File: config.mk
export PLATFORM = sky130hd
export DESIGN_NAME = pipe_stage_reg
export DESIGN_NICKNAME = d
export VERILOG_FILES = /design/src/rtl/pipe_pkg.sv /design/src/rtl/sat_counter.sv /design/src/rtl/pipe_stage_reg.sv
export SDC_FILE = /design/constraint.sdc
export NUM_CORES = 1
export LEC_CHECK = 0
export ABC_AREA = 1
export BUFFER_PORTS_ARGS = -buffer_cell sky130_fd_sc_hd__buf_4
export CORE_UTILIZATION = 30
export DETAILED_ROUTE_END_ITERATION = 7
export GPL_ROUTABILITY_DRIVEN = 1
export HOLD_SLACK_MARGIN = 0.06
export PLACE_DENSITY = 0.65
export SYNTH_ARGS = -nofsm -noshare
export SYNTH_HDL_FRONTEND = slang
export SYNTH_SLANG_ARGS = --single-unit
File: constraint.sdc
create_clock -name clk -period 5.6 [get_ports clk]
set_input_delay 0.28 -clock clk [delete_from_list [all_inputs] [get_ports clk]]
set_output_delay 0.28 -clock clk [all_outputs]
set_load 0.01 [all_outputs]
File: src/rtl/pipe_pkg.sv
// Shared definitions for the pipeline stage registers: exception codes and merge helper.
// Latency: n/a (types, constants and a pure function only).
// Backpressure: n/a.
package pipe_pkg;

  localparam int EXC_W = 5;

  // MIPS cause codes carried down the pipe; zero means "no exception".
  localparam logic [EXC_W-1:0] EXC_NONE = 5'd0;
  localparam logic [EXC_W-1:0] EXC_INT  = 5'd0;
  localparam logic [EXC_W-1:0] EXC_ADEL = 5'd4;
  localparam logic [EXC_W-1:0] EXC_ADES = 5'd5;
  localparam logic [EXC_W-1:0] EXC_RI   = 5'd10;
  localparam logic [EXC_W-1:0] EXC_OV   = 5'd12;

  // The oldest exception wins: anything raised upstream masks a code found here.
  function automatic logic [EXC_W-1:0] exc_merge(input logic [EXC_W-1:0] prior,
                                                 input logic [EXC_W-1:0] local_code);
    return (prior != EXC_NONE) ? prior : local_code;
  endfunction

endpackage

File: src/rtl/sat_counter.sv
// Saturating up-counter: counts cycles with inc high, sticks at all-ones.
// Latency: count reflects an inc one clock after it is sampled.
// Backpressure: none; inc is sampled every cycle.
module sat_counter #(
  parameter int W = 16
) (
  input  logic         clk,
  input  logic         reset,
  input  logic         inc,
  output logic [W-1:0] count
);

  logic [W-1:0] count_q;
  logic [W-1:0] count_d;

  // Increment only when asked and not already full, so the count never wraps.
  always_comb begin
    count_d = count_q;
    if (inc && !(&count_q)) begin
      count_d = count_q + W'(1);
    end
  end

  // Count register, cleared asynchronously.
  always_ff @(posedge clk or posedge reset) begin
    if (reset) begin
      count_q <= '0;
    end else begin
      count_q <= count_d;
    end
  end

  assign count = count_q;

endmodule

File: src/rtl/pipe_stage_reg.sv
// Generic inter-stage pipeline register with kill, bubble flush, stall hold and exception merge.
// Latency: 1 cycle input to output.
// Backpressure: stall holds all contents and counts held cycles; kill and flush override stall.
module pipe_stage_reg
  import pipe_pkg::*;
#(
  parameter int DATA_W        = 128,
  parameter int EXC_W         = pipe_pkg::EXC_W,
  parameter int CNT_W         = 16,
  parameter bit FLUSH_KEEP_PC = 1'b0
) (
  input  logic              clk,
  input  logic              reset,
  input  logic              int_req,
  input  logic              eret,
  input  logic              flush,
  input  logic              stall,
  input  logic              valid_in,
  input  logic [DATA_W-1:0] payload_in,
  input  logic [31:0]       pc_in,
  input  logic              bd_in,
  input  logic [EXC_W-1:0]  exc_in,
  input  logic [EXC_W-1:0]  local_exc,
  output logic              valid_out,
  output logic [DATA_W-1:0] payload_out,
  output logic [31:0]       pc_out,
  output logic              bd_out,
  output logic [EXC_W-1:0]  exc_out,
  output logic              has_exc,
  output logic [CNT_W-1:0]  stall_cnt
);

  logic              valid_q,   valid_d;
  logic [DATA_W-1:0] payload_q, payload_d;
  logic [31:0]       pc_q,      pc_d;
  logic              bd_q,      bd_d;
  logic [EXC_W-1:0]  exc_q,     exc_d;
  logic [EXC_W-1:0]  eff_exc;
  logic              stall_inc;

  assign eff_exc = exc_merge(exc_in, local_exc);

  // Priority select: kill > flush > stall > bubble pass > exception load > normal load.
  always_comb begin
    valid_d   = valid_q;
    payload_d = payload_q;
    pc_d      = pc_q;
    bd_d      = bd_q;
    exc_d     = exc_q;
    stall_inc = 1'b0;
    if (int_req || eret) begin
      valid_d   = 1'b0;
      payload_d = '0;
      pc_d      = '0;
      bd_d      = 1'b0;
      exc_d     = '0;
    end else if (flush) begin
      // The bubble may keep the PC so a later EPC capture still points at the right slot.
      valid_d   = 1'b0;
      payload_d = '0;
      exc_d     = '0;
      pc_d      = FLUSH_KEEP_PC ? pc_in : 32'd0;
      bd_d      = FLUSH_KEEP_PC ? bd_in : 1'b0;
    end else if (stall) begin
      stall_inc = 1'b1;
    end else if (!valid_in) begin
      // A non-instruction slot can never raise an exception.
      valid_d   = 1'b0;
      payload_d = '0;
      exc_d     = '0;
      pc_d      = pc_in;
      bd_d      = bd_in;
    end else if (eff_exc != '0) begin
      // Faulting instruction: drop its data, keep PC/BD for EPC and Cause.BD.
      valid_d   = 1'b1;
      payload_d = '0;
      pc_d      = pc_in;
      bd_d      = bd_in;
      exc_d     = eff_exc;
    end else begin
      valid_d   = 1'b1;
      payload_d = payload_in;
      pc_d      = pc_in;
      bd_d      = bd_in;
      exc_d     = '0;
    end
  end

  // Stage registers, cleared asynchronously.
  always_ff @(posedge clk or posedge reset) begin
    if (reset) begin
      valid_q   <= 1'b0;
      payload_q <= '0;
      pc_q      <= '0;
      bd_q      <= 1'b0;
      exc_q     <= '0;
    end else begin
      valid_q   <= valid_d;
      payload_q <= payload_d;
      pc_q      <= pc_d;
      bd_q      <= bd_d;
      exc_q     <= exc_d;
    end
  end

  sat_counter #(
    .W (CNT_W)
  ) u_stall_cnt (
    .clk   (clk),
    .reset (reset),
    .inc   (stall_inc),
    .count (stall_cnt)
  );

  assign valid_out   = valid_q;
  assign payload_out = payload_q;
  assign pc_out      = pc_q;
  assign bd_out      = bd_q;
  assign exc_out     = exc_q;
  assign has_exc     = valid_q && (exc_q != '0);

endmodule
# --- After elaboration in Yosys (flattened, before gate mapping) ---
# Index checks and enable logic that the tools add are counted.
op_classes:
  n_eq_ne: 1
  n_mux: 24
  addsub: 1
  reduce_logical: 8
op_table:
  columns: ["op", "n"]
  rows:
  - ["128-bit two-way mux", 5]
  - ["32-bit two-way mux", 3]
  - ["5-bit two-way mux", 6]
  - ["16-bit by 1-bit adder with 16-bit output, second input constant", 1]
  - ["16-bit AND reduction", 1]
  - ["5-bit nonzero test", 3]
  - ["1-bit two-way mux", 10]
  - ["3-bit by 2-bit inequality test with 1-bit output, second input constant", 1]
  - ["1-bit logical AND", 2]
  - ["1-bit zero test", 1]
  - ["1-bit logical OR", 1]
totals:
  register_bits: 183
  inputBits: 178

# --- Longest topological paths before layout ---
# Gate-level depths: netlist of run 1.
depth:
  depth_word: 8
  mapped_depth: 10

# --- Cells and area by module ---
# Synthesis of run 1 repeated with hierarchy kept, for this count alone.
hier_totals:
  cells_unflattened: 1126
  hier_area_um2: 8879.8
modules_own_cells:
  columns: ["module", "instances", "area_each_um2", "cells_each", "seq_area_each_um2"]
  rows:
  - ["pipe_stage_reg", 1, 7816.2, 963, 4179.0]
  - ["sat_counter", 1, 1063.5, 163, 400.4]

# --- Least setup slack after synthesis of run 1 ---
# Ideal clock, no wire load.
synth_path:
  kind: "flip-flop to flip-flop"
  startpoint: "register u_stall_cnt.count_q[0], in the netlist u_stall_cnt.count[0]"
  endpoint: "register u_stall_cnt.count_q[4], in the netlist u_stall_cnt.count[4]"
  path_stages_with_launch: 11
  setup_ns: 0.116
  period_less_slack_ns: 1.559
  setup_slack_ns: 4.041
  n_path_buf: 1
  arrival_time_ns: 1.443
  required_ns: 5.484
  cell_sequence: "dfrtp_1 ha_1 inv_2 nor2_4 nand2_1 nand3b_4 nand2_4 inv_4 buf_6 nand2_1 nand2_1"
synth_via:
  elab_chain_cells: 3
  elab_cells_between_ends: 4
  cone_classes: "1 x add/sub; 3 x reduce/logical"
synth_rtl:
  columns: ["element", "line_no", "rtl"]
  rows:
  - ["from (decl)", "sat_counter.sv:13", "logic [W-1:0] count_q;"]
  - ["from (signal assigned)", "sat_counter.sv:29", "count_q <= count_d;"]
  - ["parallel branches: the longest is 3 deep, another holds 16-bit by 1-bit adder with 16-bit output", null, null]
# Several ways; the timed one is not identified.
# A chain may end at the register's enable or synchronous reset.

# --- Worst setup path in the final report of run 1 ---
layout_path:
  startpoint: "input port eret"
  endpoint: "register payload_q[80], in the netlist payload_out[80]"
layout_via:
  elab_chain_cells: 2
  elab_cells_between_ends: 3
  cone_classes: "1 x eq/ne; 1 x mux; 1 x reduce/logical"
layout_rtl:
  columns: ["element", "line_no", "rtl"]
  rows:
  - ["from (decl)", "pipe_stage_reg.sv:15", "input logic eret,"]
  - ["1-bit logical OR (*)", "pipe_stage_reg.sv:51", "if (int_req || eret) begin"]
  - ["3-bit by 2-bit inequality test with 1-bit output (no line) or 128-bit two-way mux (tied branches)", null, null]
  - ["to (signal assigned)", "pipe_stage_reg.sv:99", "payload_q <= payload_d;"]
  - ["to (decl)", "pipe_stage_reg.sv:34", "logic [DATA_W-1:0] payload_q, payload_d;"]
# Mark *: on every way between the ends. The rest lies on a longest branch, timed or not.

==> results of run 1 <==
## where the power goes
part / leakage [nW] / internal [mW] / switching [mW]
Clock: 0.279 / 0.644 / 0.575
Combinational: 4.34 / 0.140 / 0.186
Sequential: 2.55 / 1.34 / 0.0203
Total: 7.17 / 2.12 / 0.781
## cell families (layout without fill, tap and decap cells)
logic type      Yosys count  after routing
flops                   183            183
compound gates           43             43
fa+ha+maj                 1              1
xor+xnor                 14             14
buf+inv                 235            555
simple gates            617            617
## per-stage QoR
| step | utilization | worst slack (ns) | hold WS (ns) |
|---|---|---|---|
| 2_1_floorplan | - | 0.3480 | 0.4415 |
| 3_3_place_gp | 0.4056 | 2.424 | 0.4641 |
| 3_5_place_dp | 0.4056 | 2.421 | 0.4674 |
| 4_1_cts | 0.4256 | 2.887 | 0.07501 |
| 5_1_grt | 0.4256 | 2.584 | 0.06998 |
| 6_report | 0.4256 | 2.911 | 0.001548 |
## cell type report
class	instances	area, um2
Sequential cell	183	4579
Multi-Input combinational cell	675	3273
Clock inverter	12	133.9
Clock buffer	19	442.9
Inverter	153	586.8
Timing Repair Buffer	371	2785
Tap cell	384	480.5
Fill cell	2962	16580
## cell usage after synthesis
library cell / count / area (um2)
xnor2_1: 9 / 78.83
nand3_2: 1 / 10.01
o21ai_0: 2 / 10.01
nand3_1: 7 / 35.03
nand4_1: 132 / 825.8
inv_2: 3 / 11.26
buf_4: 9 / 67.56
xor2_1: 5 / 43.79
buf_2: 54 / 270.3
nand2_4: 1 / 11.26
o21ai_1: 3 / 15.01
nor3b_2: 1 / 12.51
nor2_1: 145 / 544.3
ha_1: 1 / 12.51
inv_1: 149 / 559.3
buf_6: 5 / 56.30
o21bai_1: 1 / 7.510
clkbuf_1: 14 / 52.55
dfrtp_1: 183 / 4579
nand2_1: 324 / 1216
nor3_1: 1 / 5.000
o22ai_1: 4 / 25.02
nand3b_4: 1 / 20.02
a32o_1: 33 / 330.3
nor2_2: 1 / 6.260
nor2_4: 3 / 33.78
inv_4: 1 / 6.260
## final timing paths
| kind | from | end | slack (ns) | depth (start not counted) |
|---|---|---|---|---|
| max | eret | payload_out[80] | 2.91 | 7 |
| min | reset | payload_out[108] | 0.002 | 2 |
| max reg2reg | u_stall_cnt.count[1] | u_stall_cnt.count[12] | 3.91 | 9 |
| min reg2reg | payload_out[45] | payload_out[45] | 0.48 | 2 |
| max in group asynchronous | reset | pc_out[15] | 4.32 | 3 |
| min in group clk | pc_in[19] | pc_out[19] | 0.10 | 2 |
## routing by layer
layer | vias to the layer above | share of wire | wire, um
li1 | 4097 | - | -
met1 | 4065 | 0.42 | 11540
met2 | 279 | 0.49 | 13360
met3 | 32 | 0.071 | 1957
met4 | 0 | 0.021 | 589
met5 | - | 0 | 0
## flip-flops by register name, summed over array words and instances (netlist names)
signal	cells
pc_out	32
valid_out	1
bd_out	1
exc_out	5
u_stall_cnt.count	16
payload_out	128
## worst max-delay path, stage by stage
cell and delay (ns):
buf_4 0.12, nor2_4 0.64, nand3_4 0.92, buf_4 0.63
nor2_1 0.19, nand4_1 0.12, nand2_1 0.09
==> flow_metrics.tcl, run 1 <==
set metrics [dict create \
    status "finished clean" \
    via_per_inst 4.715 \
    drtIter0Drc 424 \
    syn_avg_cell_area_um2 8.093 \
    synth_cell_type_count 27 \
    htreeDepth 4 \
    clk_pin_slew_worst_paths_ns 0.08 \
    relSlewSlack 0.3179 \
    root_buffer "clkbuf_16" \
    start_kind "input port" \
    powerDensity_nw_per_um2 236.4 \
    antenna_found_initial 0 \
    p_leak_nw 7.171 \
    grt-ovfl-total 0 \
    postCtsSetupBuffers 0 \
    start_util 0.3065 \
    synth_compound_area_frac 0.04385 \
    cp-end-kind "flop" \
    synth_seq_area_share 0.5177 \
    drc 0 \
    drt-total-wl_um 27450 \
    nets 1580 \
    grt_max_degree 131 \
    hold_buffers 0 \
    muxShareOfSynthArea 0 \
    antenna_cells 0 \
    portBuffers 361 \
    hold_viol_final 0 \
    dp.cells 1766 \
    cts-resized-gates 0 \
    core_um2 28860 \
    detail_route.first_pass.iterations 6 \
    numCtsBuffers 17 \
    num_vias 8473 \
    grtUsageMet1 0.2270 \
    tns_ns 0 \
    die_w_um 173.7 \
    setup_viol 0 \
    syn-num-nets 1272 \
    instances_no_fill 1797 \
    dpl.hpwl_um 18270 \
    clock_sinks 183 \
    grt_pass1_wl_um 44630 \
    stdcell_area_um2 12280 \
    clock_skew_ns 0.007682 \
    p_total_mw 2.904 \
    synthCells 1093 \
    peakVddDrop_mv 0.1715 \
    rsz0062_at_grt "no" \
    synth_fa_ha_area_frac 0.001414 \
    arrival_ns 3.06 \
    place_area_um2 11710 \
    clk_path_buf_depth 2 \
    yosys_warnings 0 \
    clock_latency_ns 0.42 \
    busiest_layer "met2" \
    grt_use_total 0.1832 \
    maxCapViolCount 0 \
    finalCritPeriodShare 0.4802 \
    synth_xor_area_frac 0.01386 \
    cts_tree "done" \
    hold_class "input port to asynchronous set/reset pin" \
    yosys.area_share.simple 0.3075 \
    fp.dieH_um 173.7 \
    ys_ff_latch 183 \
    worst_pin_slew_ns 1.023 \
    gr-usage-met2 0.3081 \
    die-area_um2 30180 \
    grt_pass1_vias 8573 \
    drive_above_1_share 0.2951 \
    use_met3 0.05022 \
    worstSetupPathType "input port to flop" \
    io_pins 362 \
    fin_crit_ns 2.689 \
    final_max_slew_viol_count 0 \
    synth_top_family_by_area "simple AND/OR/NAND/NOR gates" \
    place_congestion 0.7910 \
    layout-area-overhead-vs-synth_pct 38.84 \
    syn-cell-area_um2 8846 \
    worstPathMaxFanout 79 \
    antenna_left 0 \
    worstPathRequired_ns 5.97 \
    fmax_mhz 371.9 \
    final_common_cell "buf_4" \
    wl_per_cell_um 15.27 \
    rows 62 \
    final_cell_mix "371 x buf_4, 324 x nand2_1, 183 x dfrtp_1, 148 x inv_1, 142 x nor2_1" \
]
Note: power is estimated with default switching activity, not from simulation.
==> inputs of run 2 (changes only) <==
ABC_AREA = 0   (was 1)
PLACE_DENSITY = 0.69   (was 0.65)
clock period = 2.37 ns   (was 5.6 ns; I/O delays follow)
==> run 2 against run 1 <==
Net effect:
- the run now ends with design-rule violations left
- via count decreased by 26%
- combinational power up 140%
- largest power group unchanged
- highest routed layer unchanged
- sequential cell count stayed put
- synthesized cell count is 57% lower
==> flow_metrics.tcl, run 2 <==
set metrics [dict create \
    syn_avg_cell_area_um2 14.24 \
    hold_start "stall" \
    powerDensity_nw_per_um2 576.5 \
    ys_top_cells_by_area "dfrtp_1 68%, a22o_1 21%, buf_4 1.3%" \
    htreeDepth 4 \
    utilization 0.5533 \
    via_per_inst 4.838 \
    antenna_cells 0 \
    cp-end-kind "flop" \
    grt_pass1_vias 6714 \
    clock_sinks 183 \
    timing.critical_path.from "u_stall_cnt.count[0]" \
    rsz0062_at_grt "no" \
    syn-cell-area_um2 6751 \
    ys_top_cells_by_count "183 x dfrtp_1, 161 x a22o_1, 23 x clkbuf_1" \
    wl_per_cell_um 17.52 \
    status "finished with violations" \
    reg2reg_slack_ns 0.47 \
    num_vias 6256 \
    use_met3 0.05448 \
    hold_viol_final 0 \
    worstPathRequired_ns 2.67 \
    drc 44 \
    final_max_slew_viol_count 0 \
    hold_class "input port to flop" \
    numCtsBuffers 17 \
    start_kind "flop" \
    setup.worst_path.end "u_stall_cnt.count[1]" \
    n_fill_cell 1791 \
    setup_viol 0 \
    ys.flop_type "dfrtp_1" \
    worstSetupPathType "flop to flop" \
    drtIter0Drc 400 \
    clk_pin_slew_worst_paths_ns 0.07 \
    r2r_start "u_stall_cnt.count[0]" \
    detail_route.first_pass.iterations 7 \
    syn-num-nets 653 \
    finalCritPeriodShare 0.8035 \
    clock_skew_ns 0.003709 \
    violations "design-rule violations" \
    final_cell_mix "369 x buf_4, 183 x dfrtp_1, 173 x dlygate4sd3_1, 161 x a22o_1, 17 x clkbuf_16" \
    ys_ff_latch 183 \
    layout-area-overhead-vs-synth_pct 79.97 \
    ff2ff_path_depth 5 \
    io_pins 362 \
    place_congestion 0.8212 \
    portBuffers 361 \
    gr-usage-met2 0.3397 \
    final_common_cell "buf_4" \
    synth_seq_area_share 0.6783 \
    grt_pass1_wl_um 35910 \
    yosys_warnings 0 \
    antenna_left 0 \
    synth_edf_count 0 \
    relSlewSlack 0.5672 \
    grt_use_total 0.1968 \
    synth_most_common_cell "dfrtp_1" \
    nets 1181 \
    grt-ovfl-total 0 \
    clock_latency_ns 0.41 \
    die-area_um2 23110 \
    busiest_layer "met2" \
    rows 54 \
    grtUsageMet1 0.2345 \
    cts_tree "done" \
    drt-total-wl_um 22660 \
    worstPathMaxFanout 5 \
    synth_top_cell_by_area "dfrtp_1" \
    antenna_found_initial 0 \
    fp.dieH_um 152.0 \
    cts-resized-gates 0 \
    clk_path_buf_depth 2 \
    synth_top_area_frac 0.6783 \
    grt_max_degree 89 \
    synth_cell_type_count 30 \
    fin_crit_ns 1.904 \
    die_w_um 152.0 \
    root_buffer "clkbuf_16" \
    peakVddDrop_mv 0.3544 \
    start_util 0.3075 \
    arrival_ns 2.20 \
    synthCells 474 \
    maxCapViolCount 0 \
    core_um2 21960 \
    worst_pin_slew_ns 0.6479 \
    largest_reg_flops 128 \
    p_leak_nw 6.257 \
    synthArstFlopShare 1.000 \
    r2r-end "u_stall_cnt.count[1]" \
    dpl.hpwl_um 14240 \
    p_total_mw 7.004 \
    drive_above_1_share 0.4047 \
    fmax_mhz 525.1 \
]
==> run 2: cell count changes in the layout (fill, tap and decap cells not counted), moves of 131 or more <==
cell           previous run  this run
nand2_1                 324        13
nand4_1                 132         1
inv_1                   148         5
a22o_1                    0       161
nor2_1                  142         3
dlygate4sd3_1             0       173
==> run 2: worst min path at each step <==
stage | end | cells past startpoint
2_1_floorplan | pc_out[20] | 1
6_report | valid_out | 4
3_3_place_gp | payload_out[4] | 2
4_1_cts | valid_out | 4
3_5_place_dp | payload_out[6] | 2
5_1_grt | valid_out | 4
==> run 2: per-stage QoR <==
step,cell area [um2],hold WS [ns],cells,TNS (ns),setup slack [ns]
after floorplan,6755,0.2510,474,-18.13,-0.09905
after detailed placement,9797,0.2529,1090,0,0.4812
after global routing,12150,0.1560,1293,0,0.3703
final,12150,0.1194,1293,0,0.4656
after CTS,12150,0.09835,1293,0,0.4933
after global placement,9797,0.2528,1090,0,0.4972
==> run 2: area by class of cell <==
cell class | count | area [um2] | area share
clock buffers | 18 | 429.2 | 0.03532
clock inverters | 12 | 192.7 | 0.01586
inverters | 6 | 26.28 | 0.002162
multi-input cells | 247 | 1971 | 0.1622
flip-flops and latches | 183 | 4579 | 0.3769
well taps | 280 | 350.3 | 0.02883
repair buffers | 547 | 4602 | 0.3787
==> run 2: power by group <==
group	internal, mW	total (mW)	leakage [nW]	switching (mW)
clock	1.78	3.03	0.297	1.25
combinational	0.478	0.764	3.42	0.287
sequential	3.16	3.21	2.54	0.0479
==> run 2: cell families (layout without fill, tap and decap cells) <==
| kind of cell | Yosys count | count (layout) | synth area share |
|---|---|---|---|
| mux | 2 | 2 | 0.003336 |
| xor+xnor | 9 | 9 | 0.01168 |
| fa+ha+maj | 1 | 1 | 0.001853 |
| compound gates | 187 | 187 | 0.2311 |
| flops | 183 | 183 | 0.6783 |
| simple gates | 48 | 48 | 0.04207 |
| buf+inv | 44 | 583 | 0.03169 |
==> run 2: what timing repair did <==
action | in CTS | in global routing
buffers inserted | 0 | 0
endpoints found under the setup margin | 0 | 0
hold buffers | 173 | 0
endpoints found under the hold margin | 187 | 0
==> run 2: critical path, cell delays in order (launching register included) <==
cell	delay (ns)
dfrtp_1	0.40
ha_1	0.23
nand3_1	0.13
nor3_1	0.48
a21boi_0	0.25
mux2_2	0.31
==> run 2: per-layer routing <==
| layer | up-vias | routed length [um] |
|---|---|---|
| met4 | 0 | 620 |
| met5 | - | 0 |
| met1 | 3069 | 9063 |
| li1 | 2871 | - |
| met2 | 271 | 11480 |
| met3 | 45 | 1492 |
==> inputs of run 3 (changes only) <==
ABC_AREA = 1   (was 0)
PLACE_DENSITY = 0.63   (was 0.69)
clock period = 1.9 ns   (was 2.37 ns; I/O delays follow)
==> run 3 against run 2 <==
Net effect:
- count of clock-buffer cells in the layout up 2
- the run now ends clean
- core utilization down 6.6 points
- clock skew up 0.0024 ns
- critical path depth up 4
- final area up 16%
- setup slack worse by 0.23 ns
- total power up 27%
==> flow_metrics.tcl, run 3 (synthesis gave the netlist of run 1 again) <==
set metrics [dict create \
    status "finished clean" \
    clock_skew_ns 0.006109 \
    hold_buffers 160 \
    relSlewSlack 0.5392 \
    start_util 0.3065 \
    final_max_slew_viol_count 0 \
    final_common_cell "buf_4" \
    grt_use_total 0.1997 \
    register_area_um2 4579 \
    cts-resized-gates 0 \
    reg2reg_slack_ns 0.24 \
    ff2ff_path_depth 9 \
    layout-area-overhead-vs-synth_pct 59.12 \
    n_fill_cell 2733 \
    rsz0062_at_grt "no" \
    clk_path_buf_depth 2 \
    wl_per_cell_um 15.34 \
    powerDensity_nw_per_um2 632.4 \
    drive_above_1_share 0.2693 \
    htreeDepth 4 \
    drt-total-wl_um 30160 \
    start_kind "flop" \
    drtIter0Drc 611 \
    core_um2 28860 \
    place_ws_ns 0.2235 \
    clk_pin_slew_worst_paths_ns 0.07 \
    finalCritPeriodShare 0.8750 \
    critPathSlowestCell "dfrtp_1" \
    antenna_left 0 \
    place_area_um2 11890 \
    clock_sinks 183 \
    largest_reg_flops 128 \
    root_buffer "clkbuf_16" \
    slowest_delay_ns 0.40 \
    worst_pin_slew_ns 0.6896 \
    grt_pass1_wl_um 48540 \
    cp-end-kind "flop" \
    cts_tree "done" \
    grt-ovfl-total 0 \
    fmax_mhz 601.5 \
    nets 1749 \
    portBuffers 361 \
    hold_viol_final 0 \
    grt_pass1_vias 9318 \
    antenna_found_initial 0 \
    peakVddDrop_mv 0.5870 \
    die-area_um2 30180 \
    detail_route.first_pass.iterations 5 \
    hold_class "input port to flop" \
    place_congestion 0.8245 \
    io_pins 362 \
    whs_path_depth 5 \
    cpLargestDelayFamily "simple AND/OR/NAND/NOR gates" \
    numCtsBuffers 17 \
    grt_max_degree 95 \
    fp.dieH_um 173.7 \
    worstPathRequired_ns 2.22 \
    rows 62 \
    worstSetupPathType "flop to flop" \
    critPathBufInv 2 \
    fin_ws_ns 0.2374 \
    fin_crit_ns 1.663 \
    final_cell_mix "370 x buf_4, 324 x nand2_1, 183 x dfrtp_1, 160 x dlygate4sd3_1, 148 x inv_1" \
    path_cells "ha_1 -> inv_2 -> nor2_4 -> nand2_1 -> nand3b_4 -> nand2_4 -> inv_4 -> nand2_1 -> nand2_1" \
    maxCapViolCount 0 \
    arrival_ns 1.98 \
    dpl.hpwl_um 18900 \
    path_depth 9 \
    worstPathMaxFanout 19 \
    num_vias 9253 \
    drc 0 \
    via_per_inst 4.707 \
    antenna_cells 0 \
    clock_latency_ns 0.43 \
    setup_viol 0 \
    die_w_um 173.7 \
    cp_common_cell "nand2_1" \
    postCtsSetupBuffers 0 \
    utilization 0.4878 \
    p_leak_nw 7.918 \
    multi_input_area_um2 3273 \
    stdcell_area_um2 14080 \
]
-- run 3: cell types whose count changed in the layout (fill, tap and decap cells not counted), sizes merged, moves of 6 or more --
| cell | change |
|---|---|
| a21oi | -8 |
| a31oi | -8 |
| inv | +145 |
| buf | +6 |
| and3 | -8 |
| dlygate4sd3 | -13 |
| xnor2 | +7 |
| a22o | -161 |
| a32o | +33 |
| nand4 | +131 |
| nand2 | +312 |
| nor2 | +146 |
-- run 3: worst paths after layout --
| kind | startpoint | to |
|---|---|---|
| min in group asynchronous | reset | payload_out[110] |
| setup reg to reg | u_stall_cnt.count[1] | u_stall_cnt.count[13] |
| hold / removal | payload_in[43] | payload_out[43] |
| hold reg to reg | payload_out[9] | payload_out[9] |
| max in group asynchronous | reset | pc_out[1] |
| setup / recovery | u_stall_cnt.count[1] | u_stall_cnt.count[13] |
-- run 3: layer usage --
| layer | vias to the layer above | track usage | routed length (um) |
|---|---|---|---|
| li1 | 4436 | - | - |
| met1 | 4418 | 0.2382 | 12500 |
| met2 | 332 | 0.3348 | 14670 |
| met3 | 67 | 0.05439 | 1915 |
| met4 | 0 | 0.09101 | 1080 |
| met5 | - | 0 | 0 |
-- run 3: layout make-up --
class | count | share of cell area
clock buffer | 20 | 0.03244
clock inverter | 11 | 0.008800
inverter | 153 | 0.04142
multi-input combinational | 675 | 0.2325
sequential | 183 | 0.3253
tap | 384 | 0.03413
timing repair buffer | 540 | 0.3253
-- run 3: metrics by stage --
stage	instances	setup TNS [ns]	hold slack (ns)	total power, mW
floorplan	1093	-99.84	0.2565	4.546
global placement	1775	0	0.09115	5.099
detailed placement	1775	0	0.09202	5.100
CTS	1966	0	0.06805	9.013
global route	1966	0	0.07149	9.288
finish	1966	0	0.09296	8.902
-- run 3: power by group --
group | switching [mW] | leakage (nW) | internal (mW)
Clock | 1.60 | 0.279 | 2.01
Sequential | 0.0594 | 2.55 | 3.95
Combinational | 0.629 | 5.09 | 0.660
Total | 2.29 | 7.92 | 6.61
-- run 3: worst min-delay path: cells and delay by family --
kind	cells	cell delay [ns]
buf+inv	2	0.15
simple gates	3	0.23
